===== src/rtl/lt_pkg.sv =====
// Shared definitions for the LT degree generator.
// Holds the LFSR geometry (width, feedback taps, reset seed), the default
// degree width and the LFSR step function used by the top level.
package lt_pkg;

  localparam int unsigned LFSR_W        = 71;
  localparam int unsigned TAP_HI        = 70;
  localparam int unsigned TAP_LO        = 64;
  localparam logic [LFSR_W-1:0] SEED_DEFAULT = 71'h1;
  localparam int unsigned DEG_W_DEFAULT = 9;

  typedef logic [LFSR_W-1:0]        lfsr_t;
  typedef logic [DEG_W_DEFAULT-1:0] deg_t;

  // Fibonacci step: shift left, feedback enters at bit 0.
  function automatic lfsr_t lfsr_next(input lfsr_t s);
    return {s[LFSR_W-2:0], s[TAP_HI] ^ s[TAP_LO]};
  endfunction

endpackage


===== src/rtl/degree_cdf_rom.sv =====
// Degree CDF lookup table with a registered (1-cycle) synchronous read.
// Ports:
//   clk   - clock
//   addr  - table address (uniform random index)
//   data  - table entry for the address presented on the previous edge
// Contents are the identity table, entry[a] = a mod 2**DEG_W.
module degree_cdf_rom #(
  parameter int unsigned ADDR_W    = 10,
  parameter int unsigned DEG_W     = 9,
  parameter string       INIT_FILE = ""
) (
  input  logic              clk,
  input  logic [ADDR_W-1:0] addr,
  output logic [DEG_W-1:0]  data
);

  // A non-empty image name is rejected at elaboration so that a build never
  // silently runs with a table other than the one it asked for.
  if (INIT_FILE != "") begin : g_init_file_check
    $error("degree_cdf_rom: INIT_FILE images are not supported by this table");
  end

  always_ff @(posedge clk) begin
    data <= DEG_W'(addr);
  end

endmodule


===== src/rtl/lt_degree_gen.sv =====
// LT code degree generator: an LFSR indexes a degree CDF table, the entry is
// mapped (0 -> 1, optional clamp) and queued in a small FIFO that feeds a
// valid/ready consumer. Lookups are credit-limited so the FIFO never overflows,
// which keeps the degree sequence independent of the consumer's stall pattern.
// Ports:
//   clk, rst      - clock, synchronous active-high reset
//   seed_load     - pulse: load seed (0 selects SEED_DEFAULT), flush pipeline
//   seed          - new LFSR state
//   cfg_max_deg   - degree clamp, 0 disables
//   deg_ready     - consumer accepts deg_random this cycle
//   deg_random    - degree at the FIFO head
//   deg_valid     - deg_random is valid
//   deg_count     - accepted degrees since reset / seed_load
module lt_degree_gen #(
  parameter int unsigned                DEG_W        = 9,
  parameter int unsigned                ADDR_W       = 10,
  parameter int unsigned                FIFO_DEPTH   = 4,
  parameter logic [lt_pkg::LFSR_W-1:0]  SEED_DEFAULT = lt_pkg::SEED_DEFAULT
) (
  input  logic                      clk,
  input  logic                      rst,
  input  logic                      seed_load,
  input  logic [lt_pkg::LFSR_W-1:0] seed,
  input  logic [DEG_W-1:0]          cfg_max_deg,
  input  logic                      deg_ready,
  output logic [DEG_W-1:0]          deg_random,
  output logic                      deg_valid,
  output logic [31:0]               deg_count
);

  import lt_pkg::*;

  localparam int unsigned PTR_W = $clog2(FIFO_DEPTH);
  localparam int unsigned CNT_W = PTR_W + 1;

  lfsr_t              lfsr;
  logic [ADDR_W-1:0]  addr_q;
  logic               s1_v;
  logic               s2_v;
  logic [DEG_W-1:0]   rom_data;
  logic [DEG_W-1:0]   mapped;

  logic [DEG_W-1:0]   mem [FIFO_DEPTH];
  logic [PTR_W-1:0]   wr_ptr;
  logic [PTR_W-1:0]   rd_ptr;
  logic [CNT_W-1:0]   occ;

  logic [CNT_W:0]     credit_used;
  logic               issue;
  logic               push;
  logic               pop;

  // Entries already in flight hold a FIFO slot, so a lookup is issued only
  // when every in-flight result is guaranteed room on arrival.
  assign credit_used = (CNT_W+1)'(occ) + (CNT_W+1)'(s1_v) + (CNT_W+1)'(s2_v);
  assign issue       = !seed_load && (credit_used < (CNT_W+1)'(FIFO_DEPTH));
  assign push        = s2_v && !seed_load;
  assign pop         = deg_valid && deg_ready && !seed_load;

  assign deg_valid  = (occ != '0);
  assign deg_random = mem[rd_ptr];

  degree_cdf_rom #(
    .ADDR_W (ADDR_W),
    .DEG_W  (DEG_W)
  ) u_rom (
    .clk  (clk),
    .addr (addr_q),
    .data (rom_data)
  );

  // Zero maps to degree 1 first; the clamp is never below 1 when enabled.
  always_comb begin
    mapped = (rom_data == '0) ? DEG_W'(1) : rom_data;
    if ((cfg_max_deg != '0) && (mapped > cfg_max_deg)) begin
      mapped = cfg_max_deg;
    end
  end

  always_ff @(posedge clk) begin
    if (rst) begin
      lfsr   <= SEED_DEFAULT;
      addr_q <= '0;
      s1_v   <= 1'b0;
      s2_v   <= 1'b0;
    end else if (seed_load) begin
      lfsr <= (seed == '0) ? SEED_DEFAULT : seed;
      s1_v <= 1'b0;
      s2_v <= 1'b0;
    end else begin
      s1_v <= issue;
      s2_v <= s1_v;
      if (issue) begin
        addr_q <= lfsr[ADDR_W-1:0];
        lfsr   <= lfsr_next(lfsr);
      end
    end
  end

  always_ff @(posedge clk) begin
    if (rst) begin
      for (int i = 0; i < FIFO_DEPTH; i++) begin
        mem[i] <= '0;
      end
      wr_ptr    <= '0;
      rd_ptr    <= '0;
      occ       <= '0;
      deg_count <= '0;
    end else if (seed_load) begin
      wr_ptr    <= '0;
      rd_ptr    <= '0;
      occ       <= '0;
      deg_count <= '0;
    end else begin
      if (push) begin
        mem[wr_ptr] <= mapped;
        wr_ptr      <= wr_ptr + PTR_W'(1);
      end
      if (pop) begin
        rd_ptr    <= rd_ptr + PTR_W'(1);
        deg_count <= deg_count + 32'd1;
      end
      case ({push, pop})
        2'b10:   occ <= occ + CNT_W'(1);
        2'b01:   occ <= occ - CNT_W'(1);
        default: occ <= occ;
      endcase
    end
  end

endmodule


===== config.mk =====
export PLATFORM = sky130hd
export DESIGN_NAME = lt_degree_gen
export DESIGN_NICKNAME = d
export VERILOG_FILES = /design/src/rtl/lt_pkg.sv /design/src/rtl/degree_cdf_rom.sv /design/src/rtl/lt_degree_gen.sv
export SDC_FILE = /design/constraint.sdc
export NUM_CORES = 1
export LEC_CHECK = 0
export BUFFER_PORTS_ARGS = -buffer_cell sky130_fd_sc_hd__buf_4
export CAP_MARGIN = 20
export CORE_MARGIN = 2
export CORE_UTILIZATION = 33
export DETAILED_ROUTE_END_ITERATION = 10
export GPL_TIMING_DRIVEN = 1
export PLACE_DENSITY = 0.63
export SYNTH_ARGS = -nofsm -noshare
export SYNTH_HDL_FRONTEND = slang
export SYNTH_SLANG_ARGS = --single-unit

===== constraint.sdc =====
create_clock -name clk -period 2.9 [get_ports clk]
set_input_delay 0.145 -clock clk [delete_from_list [all_inputs] [get_ports clk]]
set_output_delay 0.145 -clock clk [all_outputs]
set_load 0.01 [all_outputs]

Word-level counts from Yosys, hierarchy flattened --
Memories as Yosys holds them, arrays and structs flattened. A register that Yosys moved wholly into a read port is not among the register bits. Index checks and enable logic that the tools add are counted.
Storage, ports and cells: register bits 130, memory bits (writable) 36, output and inout port bits 42, logic and storage cells 55, memories 1
Operators by class: add/sub/neg operators 7, $lt $le $gt $ge 2, eq/ne operators 2, multiplexer cells 17, bitwise logic cells 2, reductions and logical operators 15
Memory list:
- mem | words 4, bits a word 9, rd ports 1, clocked after memory_dff 1, write ports 4, RTL line lt_degree_gen.sv:43 | logic [DEG_W-1:0] mem [FIFO_DEPTH];
Operator list (count):
- two-way mux 71 bit | 3
- logical NOT 71 bit | 1
- adder 32 x 1 -> 32 bit (second input constant) | 1
- two-way mux 9 bit | 3
- greater-than comparator 9 bit | 1
- logical NOT 9 bit | 1
- nonzero test 9 bit | 1
- OR reduction 9 bit | 1
- two-way mux 1 bit | 7
- two-way mux 2 bit | 3
- case mux 3 bit (2 select lines) | 1
- logical AND 1 bit | 5
- adder 2 x 1 -> 2 bit (second input constant) | 2
- adder 3 x 1 -> 4 bit | 1
- adder 4 x 1 -> 4 bit | 1
- less-than comparator 4 x 3 -> 1 bit (second input constant) | 1
- nonzero test 2 bit | 2
- adder 3 x 1 -> 3 bit (second input constant) | 1
- nonzero test 3 bit | 1
- subtractor 3 x 1 -> 3 bit (second input constant) | 1
- equality test 2 x 1 -> 1 bit (second input constant) | 1
- equality test 2 bit (second input constant) | 1
- AND reduction 2 bit | 1
- OR reduction 2 bit | 1
- 3 further kinds | 3

Longest topological paths before layout --
Gate-level depths: netlist (run 1).
depth after elaboration 8, gate-level depth with buffers 9

Cells and area by module --
Synthesis (run 1) repeated with hierarchy kept, for this count alone.
Unflattened totals: cells, all modules 765, area total of the unflattened synthesis 7798.7 um^2
By module, submodules not included:
- lt_degree_gen | times used 1, cells an instance 756, area each 7618.6 um^2, sequential area each 3563.4 um^2
- degree_cdf_rom | times used 1, cells an instance 9, area each 180.2 um^2, sequential area each 180.2 um^2

Least setup slack after synthesis (run 1) --
No wires, ideal clock.
kind register to register, start reg occ[0], end reg occ[2], library setup time 71 ps, data arrival time 2072 ps, slack 758 ps, cell stages (with the launch flop) 9, buffers on the path 0, period minus slack after synthesis 2142 ps, cells stage by stage dfxtp_1 -> o31ai_4 -> nor2_1 -> ha_1 -> inv_1 -> fa_1 -> xor2_1 -> or3_2 -> a21oi_1
On the way: longest elaborated chain between the ends 5, elaborated cells between the ends (all ways) 9
Ends and longest elaborated chain:
- from (decl) | RTL line lt_degree_gen.sv:46 | logic [CNT_W-1:0] occ;
- from (signal assigned) | RTL line lt_degree_gen.sv:124 | 2'b10: occ <= occ + CNT_W'(1);
- from (signal assigned) | RTL line lt_degree_gen.sv:125 | 2'b01: occ <= occ - CNT_W'(1);
- nonzero test 3 bit (*) | RTL line lt_degree_gen.sv:60 | assign deg_valid = (occ != '0);
- logical AND 1 bit (*) (2 in series) | RTL line lt_degree_gen.sv:58 | assign pop = deg_valid && deg_ready && !seed_load;
- via pop | RTL line lt_degree_gen.sv:51 | logic pop;
- equality test 2 x 1 -> 1 bit or equality test 2 bit (tied branches) | RTL line lt_degree_gen.sv:123 | case ({push, pop})
- case mux 3 bit (2 select lines) or nonzero test 2 bit (tied branches)
Mark *: on every way through the listed nets, which the timed path passes. The rest lies on a longest branch. A chain may end at the register's enable or synchronous reset.

==> results of run 1 <==
[worst max-delay path, stage by stage (launching register included)]
cell and delay [ns]:
dfxtp_1 0.34, nor4_1 0.37, a21oi_1 0.22, ha_1 0.30, and4_1 0.19, a211o_1 0.35, o21ai_0 0.43, a21oi_1 0.15
[cells in the final DEF (no fill, tap or decap), types with 3 or more instances in the layout]
cell type	n
nor3_1	6
inv_1	16
and4_1	4
xor2_1	25
inv_8	6
and3_1	8
nand2_1	13
or2_2	4
or3_1	3
mux4_2	9
and2_1	3
dfxtp_1	132
a21o_1	3
nand3_1	22
a211oi_1	4
edfxtp_1	36
xnor2_1	10
mux2i_1	80
a21oi_1	38
clkinv_8	4
ha_1	12
nand4_1	17
buf_4	131
nor2b_1	3
clkbuf_16	17
nor4_1	22
nor2_1	123
mux2_2	70
dlygate4sd3_1	70
clkinv_1	3
o21ai_0	15
[Yosys cell counts (all sizes together)]
master  instances
nand4          17
mux2           70
clkinv          3
o31ai           1
xnor2          10
a211oi          5
or2             4
a221oi          1
mux4            9
dfxtp         132
nor3b           2
nor3            6
nor2          123
a21o            3
o21ai          15
edfxtp         36
nand2b          1
and4            4
and3            8
and2            3
a21oi          39
nand3          23
xor2           25
or3             5
inv            16
fa              1
or4             1
a31o            1
a211o           1
nand4b          1
a31oi           1
buf            19
nor2b           3
clkbuf         27
nor4           25
nand2          13
mux2i          80
ha             12
a32oi           1
[area by class of cell]
cell class | count | area share [%]
clock buffer | 17 | 4.10
clock inverter | 15 | 1.83
inverter | 19 | 0.687
multi-input combinational | 514 | 37.1
sequential | 168 | 35.9
tap | 319 | 3.84
timing repair buffer | 203 | 16.6
[final timing paths]
check	start	slack [ns]	cells past startpoint	to
max	u_rom.data[8]	0.29	7	mem[0][5]
min	seed[0]	0.09	3	lfsr[0]
max reg2reg	u_rom.data[8]	0.29	7	mem[0][5]
min reg2reg	addr_q[0]	0.36	0	u_rom.data[0]
[metal layers]
| layer | up-vias | GRT usage [%] |
|---|---|---|
| met5 | - | 0 |
| met4 | 0 | 3.46 |
| met3 | 10 | 3.89 |
| met2 | 149 | 25.4 |
| met1 | 2893 | 20.8 |
| li1 | 3029 | - |
[state kept, by name, summed over array words and instances, names as in the netlist, 2 cells and up, named ones only]
signal      cells
addr_q          9
deg_count      32
u_rom.data      9
occ             3
mem            36
rd_ptr          2
wr_ptr          2
lfsr           71
[report_power, final]
| part | switching [W] | internal, W |
|---|---|---|
| sequential | 0.0000440 | 0.00247 |
| clock | 0.00114 | 0.00119 |
| combinational | 0.000236 | 0.000283 |
| total | 0.00142 | 0.00394 |
[through the flow]
stage               cells  hold WS (ns)  util, %
finish               1255        0.0902     44.5
global route         1255        0.0822     44.5
CTS                  1255        0.0696     44.5
detailed placement   1153         0.346     38.9
global placement     1153         0.341     38.9
floorplan             747         0.292        -
[kinds of logic (layout without fill, tap and decap cells)]
kind of cell             Yosys count  count (layout)
multiplexers                     159             159
buffers and inverters             65             254
AND/OR/NAND/NOR                  239             239
adder cells (fa/ha/maj)           13              13
flip-flops                       168             168
AO/OA/AOI/OAI                     68              68
XOR/XNOR                          35              35
==> flow_metrics.env, run 1 <==
export IMPL_dp_hpwl_mm=13.0
export IMPL_synthSimpleGateAreaFrac_pct=14.9
export IMPL_h_tree_depth=4
export IMPL_syn_inst=747
export IMPL_final_area_um2=10400
export IMPL_ant_nets=0
export IMPL_cp_max_fo=9
export IMPL_startpoint_type="register"
export IMPL_fin_crit_sh_pct=90.1
export IMPL_synth_top_area_share_pct=33.8
export IMPL_synth_nets=844
export IMPL_grt_pass1_vias=6102
export IMPL_die_area_um2=24900
export IMPL_grt_overflow=0
export IMPL_ys_warn_count=0
export IMPL_synth_area_leaders="dfxtp_1 (34%), edfxtp_1 (14%), mux2i_1 (10%), mux2_2 (10%), nor2_1 (5.9%)"
export IMPL_synth_cell_types=45
export IMPL_critPathRequiredTime_ns=3.07
export IMPL_synth_seq_cells=168
export IMPL_antenna_found_initial=0
export IMPL_clk_pin_slew_ns=0.08
export IMPL_syn_area_um2=7820
export IMPL_hold_viol=0
export IMPL_synthAdderAreaFrac_pct=2.18
export IMPL_nets=1020
export IMPL_crit_path_end_kind="register"
export IMPL_antenna_diode_count=0
export IMPL_grt_usage_pct=15.6
export IMPL_place_ws_ns=0.334
export IMPL_synth_top_family_by_area="multiplexers"
export IMPL_port_buffers=125
export IMPL_cts_hold_buf=70
export IMPL_fp_coreArea_um2=23300
export IMPL_grt_max_degree=87
export IMPL_wl_per_cell_um=15.2
export IMPL_muxShareOfSynthArea_pct=22.9
export IMPL_cts_setup_buffers=0
export IMPL_ys_seq_area_share_pct=47.6
export IMPL_met1_length_mm=9.01
export IMPL_seqCellArea_um2=3720
export IMPL_multi_input_area_um2=3850
export IMPL_met2_length_mm=8.97
export IMPL_cap_violations=0
export IMPL_met3_length_um=934
export IMPL_first_iter_violations=325
export IMPL_fillers=2183
export IMPL_clockRootBuffer="clkbuf_16"
export IMPL_drc=0
export IMPL_hold_class="input port to register"
export IMPL_criticalPathCategory="register to register"
export IMPL_area_growth_pct=32.8
export IMPL_skew_ns=0.0165
export IMPL_floorplan_initialDensity_pct=33.5
export IMPL_post_dp_cell_area_um2=9060
export IMPL_firstDrtPassIters=4
export IMPL_power_w=0.00536
export IMPL_clk_path_buf_depth=2
export IMPL_avgSynthCellArea_um2=10.5
export IMPL_outcome="finished, final reports clean"
export IMPL_setup_violations=0
export IMPL_pin_count=126
export IMPL_vias=6081
export IMPL_cts_made_buffers=17
export IMPL_synth_xor_xnor_area_share_pct=3.92
export IMPL_routed_wirelength_mm=19.1
export IMPL_synth_compound_area_share_pct=5.09
export IMPL_slew_violations=0
export IMPL_worst_slew_pin_slew_ns=0.922
export IMPL_clock_fmax_ghz=0.383
export IMPL_gp_congestion=0.858
export IMPL_maxSlewHeadroom_pct=38.5
export IMPL_die_y_um=158
export IMPL_cts_resized=0
export IMPL_post_route_min_period_ns=2.61
export IMPL_grt_pass1_wl_mm=31.0
export IMPL_clkLatencyLatePin_ns=0.43
export IMPL_fp_row_count=56
export IMPL_critical_path_arrival_ns=2.78
export IMPL_cts_tree="built"
export IMPL_power_per_cell_area_nw_per_um2=517
export IMPL_rsz0062_at_grt="false"
export IMPL_avgViaCountPerCell=4.85
export IMPL_synth_area_leader_cell="dfxtp_1"
export IMPL_dr_max_layer_used="met4"
export IMPL_clock_sinks=168
export IMPL_die_x_um=158
export IMPL_ir_worst_vdd_v=0.000289
export IMPL_drive_gt1_share_pct=27.6
export IMPL_final_setup_tns_ns=0
export IMPL_p_leak_nw=4.29
export IMPL_fin_ws_ns=0.287
Note: power is estimated with default switching activity, not from simulation.
==> run 2, diff against run 1 <==
CELL_PAD_IN_SITES_DETAIL_PLACEMENT = 0   (was not set)
CELL_PAD_IN_SITES_GLOBAL_PLACEMENT = 1   (was not set)
PLACE_DENSITY = 0.74   (was 0.63)
==> run 2 against run 1 <==
First-iteration DRC count fell by 3.1%. Setup slack got worse by 0.025 ns. Worst hold slack lost 0.025 ns. Power rose by 0.97%. Wire length shrank 0.38%. Critical path type unchanged. Largest power group unchanged. Highest routed layer unchanged.
==> flow_metrics.env, run 2 (synthesized netlist as in run 1, its figures left out) <==
export IMPL_cts_tree="built"
export IMPL_floorplan_initialDensity_pct=33.5
export IMPL_antenna_found_initial=0
export IMPL_final_setup_tns_ns=0
export IMPL_gr_usage_met1_pct=20.7
export IMPL_setup_violations=0
export IMPL_grt_pass1_wl_mm=31.3
export IMPL_crit_path_end_kind="register"
export IMPL_clock_fmax_ghz=0.379
export IMPL_max_stage_delay_ns=0.59
export IMPL_grt_pass1_vias=6116
export IMPL_die_y_um=158
export IMPL_skew_ns=0.0172
export IMPL_top_usage_layer="met2"
export IMPL_gp_congestion=0.835
export IMPL_worst_slew_pin_slew_ns=1.06
export IMPL_startpoint_type="register"
export IMPL_power_w=0.00541
export IMPL_path_cells="nor4_1 > a21oi_1 > ha_1 > and4_1 > a211oi_2 > nand2_1 > a211oi_1"
export IMPL_port_buffers=125
export IMPL_fp_coreArea_um2=23300
export IMPL_grt_overflow=0
export IMPL_hold_path_startpoint="seed[0]"
export IMPL_nets=1019
export IMPL_multi_input_area_um2=3850
export IMPL_path_depth=7
export IMPL_post_route_min_period_ns=2.64
export IMPL_whs_path_depth=3
export IMPL_grt_usage_pct=15.9
export IMPL_clk_pin_slew_ns=0.08
export IMPL_rsz0062_at_grt="false"
export IMPL_fillers=2222
export IMPL_cts_resized=0
export IMPL_pin_count=126
export IMPL_slew_violations=0
export IMPL_dp_hpwl_mm=12.9
export IMPL_cp_slowest_cell="a211oi_2"
export IMPL_rr_startpoint="u_rom.data[4]"
export IMPL_die_x_um=158
export IMPL_fin_crit_sh_pct=91.0
export IMPL_fp_row_count=56
export IMPL_grt_max_degree=87
export IMPL_h_tree_depth=4
export IMPL_p_leak_nw=4.29
export IMPL_cp_num_buf_inv=0
export IMPL_drc=0
export IMPL_cts_setup_buffers=0
export IMPL_firstDrtPassIters=4
export IMPL_critical_path_arrival_ns=2.90
export IMPL_min_to="lfsr[0]"
export IMPL_drive_gt1_share_pct=27.5
export IMPL_ir_worst_vdd_v=0.000377
export IMPL_clk_path_buf_depth=2
export IMPL_hold_class="input port to register"
export IMPL_largest_register="lfsr"
export IMPL_clockRootBuffer="clkbuf_16"
export IMPL_outcome="finished, final reports clean"
export IMPL_antenna_diode_count=0
export IMPL_worst_r2r_path_depth=7
export IMPL_final_common_cell="dfxtp_1"
export IMPL_power_per_cell_area_nw_per_um2=521
export IMPL_clkLatencyLatePin_ns=0.43
export IMPL_maxSlewHeadroom_pct=29.2
export IMPL_ant_nets=0
export IMPL_avgViaCountPerCell=4.80
export IMPL_largest_reg_flops=71
export IMPL_reg_top3="lfsr: 71 flops, mem: 36 flops, deg_count: 32 flops"
export IMPL_seqCellArea_um2=3720
export IMPL_criticalPathCategory="register to register"
export IMPL_routed_wirelength_mm=19.0
export IMPL_cts_made_buffers=17
export IMPL_vias=6016
export IMPL_use_met2_pct=26.2
export IMPL_die_area_um2=24900
export IMPL_area_growth_pct=32.9
export IMPL_cp_max_fo=9
export IMPL_grt_util_met3_pct=4.19
export IMPL_regToRegSetupSlack_ns=0.26
export IMPL_first_iter_violations=315
export IMPL_r2r_end="mem[1][0]"
export IMPL_wl_per_cell_um=15.1
export IMPL_hold_viol=0
export IMPL_final_cell_mix="dfxtp_1 (132), buf_4 (131), nor2_1 (123)"
export IMPL_cap_violations=0
export IMPL_clock_sinks=168
export IMPL_critPathRequiredTime_ns=3.16
export IMPL_critPathTopFamily="compound AO/OA/AOI/OAI gates"
[run 2: final cells by class]
class                           instances  share of cell area (%)
Multi-Input combinational cell        514                    37.0
Clock inverter                         15                    2.10
Sequential cell                       168                    35.8
Inverter                               19                   0.686
Timing Repair Buffer                  202                    16.4
Tap cell                              319                    3.84
Clock buffer                           17                    4.09
[run 2: through the flow]
step	instance area, um^2	util (%)	hold slack, ns	setup slack, ns	cells
floorplan	7820	-	0.292	0.758	747
global placement	9040	38.8	0.340	0.339	1152
detailed placement	9040	38.8	0.343	0.283	1152
CTS	10400	44.5	0.0405	0.256	1254
global route	10400	44.5	0.0699	0.104	1254
finish	10400	44.5	0.0650	0.261	1254
[run 2: worst max path at each step]
stage          slack (ns)   endpoint           from
2_1_floorplan        0.76     occ[2]         occ[0]
3_5_place_dp         0.28  mem[1][0]  u_rom.data[4]
5_1_grt              0.10  mem[3][1]  u_rom.data[4]
4_1_cts              0.26  mem[1][0]  u_rom.data[4]
6_report             0.26  mem[1][0]  u_rom.data[4]
3_3_place_gp         0.34  mem[1][0]  u_rom.data[4]
[run 2: metal layers]
metal	up-vias	routed length (um)
li1	3029	-
met1	2827	8880
met2	145	8950
met3	15	963
met4	0	197
met5	-	0
[run 2: worst register-to-register path: cells and delay by family (launching register included)]
family | cells | cell delay (ns)
AOI/OAI and AO/OA | 3 | 1.08
and+or+nand+nor | 3 | 0.73
DFF | 1 | 0.35
adders and majority gates | 1 | 0.31
[run 2: where the power goes]
group	leakage (nW)	internal (W)	switching, W
sequential	1.45	0.00247	0.0000417
clock	0.311	0.00127	0.00112
combinational	2.53	0.000281	0.000233
[run 2: what timing repair did]
item                                    CTS  global route
endpoints found under the setup margin    0             0
hold buffers                             70             0
endpoints found under the hold margin    70             0
==> run 3, diff against run 2 <==
CAP_MARGIN = 40   (was 20)
REMOVE_ABC_BUFFERS = 1   (was not set)
==> run 3 against run 2 <==
Global-route usage is 0.20 points higher. Die area stayed put. Utilization is 0.15 points lower. Wire length is 2.5% higher. Cell count hardly changed. Combinational power is 0.8% higher. Setup slack better by 0.0018 ns. Critical endpoint is now mem[3][2]. Largest power group unchanged.
==> flow_metrics.env, run 3 (synthesized netlist as in run 1, its figures left out) <==
export IMPL_outcome="finished, final reports clean"
export IMPL_post_route_min_period_ns=2.64
export IMPL_slew_violations=0
export IMPL_cap_violations=0
export IMPL_clkLatencyLatePin_ns=0.43
export IMPL_clock_sinks=168
export IMPL_nets=1020
export IMPL_dp_hpwl_mm=13.2
export IMPL_drc=0
export IMPL_vias=6041
export IMPL_wl_per_cell_um=15.5
export IMPL_fp_coreArea_um2=23300
export IMPL_die_y_um=158
export IMPL_met3_length_mm=1.16
export IMPL_skew_ns=0.0138
export IMPL_cts_tree="built"
export IMPL_fin_ws_ns=0.263
export IMPL_cts_made_buffers=17
export IMPL_crit_path_end_kind="register"
export IMPL_largest_reg_flops=71
export IMPL_grt_max_degree=57
export IMPL_ir_worst_vdd_v=0.000272
export IMPL_met2_length_mm=9.11
export IMPL_clk_path_buf_depth=2
export IMPL_h_tree_depth=4
export IMPL_routed_wirelength_mm=19.5
export IMPL_criticalPathCategory="register to register"
export IMPL_fin_util_pct=44.4
export IMPL_startpoint_type="register"
export IMPL_reg_top3="lfsr: 71 flops, mem: 36 flops, deg_count: 32 flops"
export IMPL_die_area_um2=24900
export IMPL_ant_nets=0
export IMPL_cts_setup_buffers=0
export IMPL_avgViaCountPerCell=4.81
export IMPL_maxSlewHeadroom_pct=47.3
export IMPL_rsz0062_at_grt="false"
export IMPL_p_leak_nw=4.27
export IMPL_drive_gt1_share_pct=27.6
export IMPL_grt_pass1_vias=6080
export IMPL_clockRootBuffer="clkbuf_16"
export IMPL_grt_pass1_wl_mm=31.5
export IMPL_gp_congestion=0.804
export IMPL_fp_row_count=56
export IMPL_final_cell_mix="buf_4 (133), dfxtp_1 (132), nor2_1 (123)"
export IMPL_path_cells="nor4_1 > a21oi_1 > ha_1 > and4_1 > a211o_1 > o21ai_0 > a21oi_1"
export IMPL_place_ws_ns=0.340
export IMPL_grt_overflow=0
export IMPL_first_iter_violations=296
export IMPL_fillers=2232
export IMPL_die_x_um=158
export IMPL_grt_usage_pct=16.1
export IMPL_max_stage_delay_ns=0.46
export IMPL_clk_pin_slew_ns=0.07
export IMPL_setup_violations=0
export IMPL_antenna_found_initial=0
export IMPL_crit_top_cell="a21oi_1"
export IMPL_largest_register="lfsr"
export IMPL_dr_max_layer_used="met4"
export IMPL_cp_max_fo=9
export IMPL_final_common_cell="buf_4"
export IMPL_antenna_diode_count=0
export IMPL_met1_length_mm=8.92
export IMPL_port_buffers=125
export IMPL_firstDrtPassIters=5
export IMPL_worst_slew_pin_slew_ns=0.790
export IMPL_floorplan_initialDensity_pct=33.5
export IMPL_area_growth_pct=32.4
export IMPL_cp_slowest_cell="o21ai_0"
export IMPL_hold_viol=0
export IMPL_hold_class="input port to register"
export IMPL_power_per_cell_area_nw_per_um2=519
export IMPL_clock_fmax_ghz=0.379
export IMPL_critPathRequiredTime_ns=3.05
export IMPL_pin_count=126
export IMPL_critical_path_arrival_ns=2.79
export IMPL_fin_crit_sh_pct=90.9
## run 3: cell types whose count changed in the layout (fill, tap and decap cells not counted), sizes merged
cell,change
clkbuf,+1
clkinvlp,+5
clkinv,-4
dlygate4sd3,-1
bufinv,+2
inv,-4
buf,+2
## run 3: worst paths after layout
check | from | to | slack [ns] | cells past startpoint
min reg2reg | addr_q[1] | u_rom.data[1] | 0.36 | 0
max reg2reg | u_rom.data[4] | mem[3][2] | 0.26 | 7
max | u_rom.data[4] | mem[3][2] | 0.26 | 7
min | seed[2] | lfsr[2] | 0.01 | 3
## run 3: cell type report
class | count | area [um^2] | share of cell area [%]
clock buffers | 18 | 429 | 4.15
clock inverters | 14 | 174 | 1.68
inverters | 19 | 71.3 | 0.689
multi-input cells | 514 | 3850 | 37.2
flip-flops and latches | 168 | 3720 | 36.0
well taps | 319 | 399 | 3.85
repair buffers | 203 | 1710 | 16.5
## run 3: report_power, final
part	switching, W	internal [W]
sequential	0.0000430	0.00247
combinational	0.000236	0.000281
clock	0.000980	0.00136
## run 3: through the flow
stage | std cells | total power [W] | hold WS, ns | TNS (ns) | instance area [um^2]
5_1_grt | 1255 | 0.00559 | 0.00574 | 0 | 10400
3_3_place_gp | 1154 | 0.00301 | 0.343 | 0 | 9060
3_5_place_dp | 1154 | 0.00301 | 0.344 | 0 | 9060
6_report | 1255 | 0.00538 | 0.0119 | 0 | 10400
2_1_floorplan | 701 | 0.00277 | 0.217 | -182.54 | 7620
4_1_cts | 1255 | 0.00543 | 0.00208 | 0 | 10400
## run 3: what timing repair did
item	CTS	global route
hold endpoints to repair	69	0
gates resized for setup	0	0
hold buffers	69	0
## run 3: metal layers
| metal | track usage [%] | up-vias |
|---|---|---|
| met1 | 21.2 | 2846 |
| met4 | 4.81 | 0 |
| met3 | 4.05 | 17 |
| met2 | 25.9 | 159 |
| met5 | 0 | - |
| li1 | - | 3019 |
## run 3: worst max-delay path, delay by kind of cell (launching register included)
| kind | cells | cell delay [ns] |
|---|---|---|
| compound gates | 4 | 1.17 |
| simple gates | 2 | 0.55 |
| flops | 1 | 0.33 |
| fa+ha+maj | 1 | 0.31 |
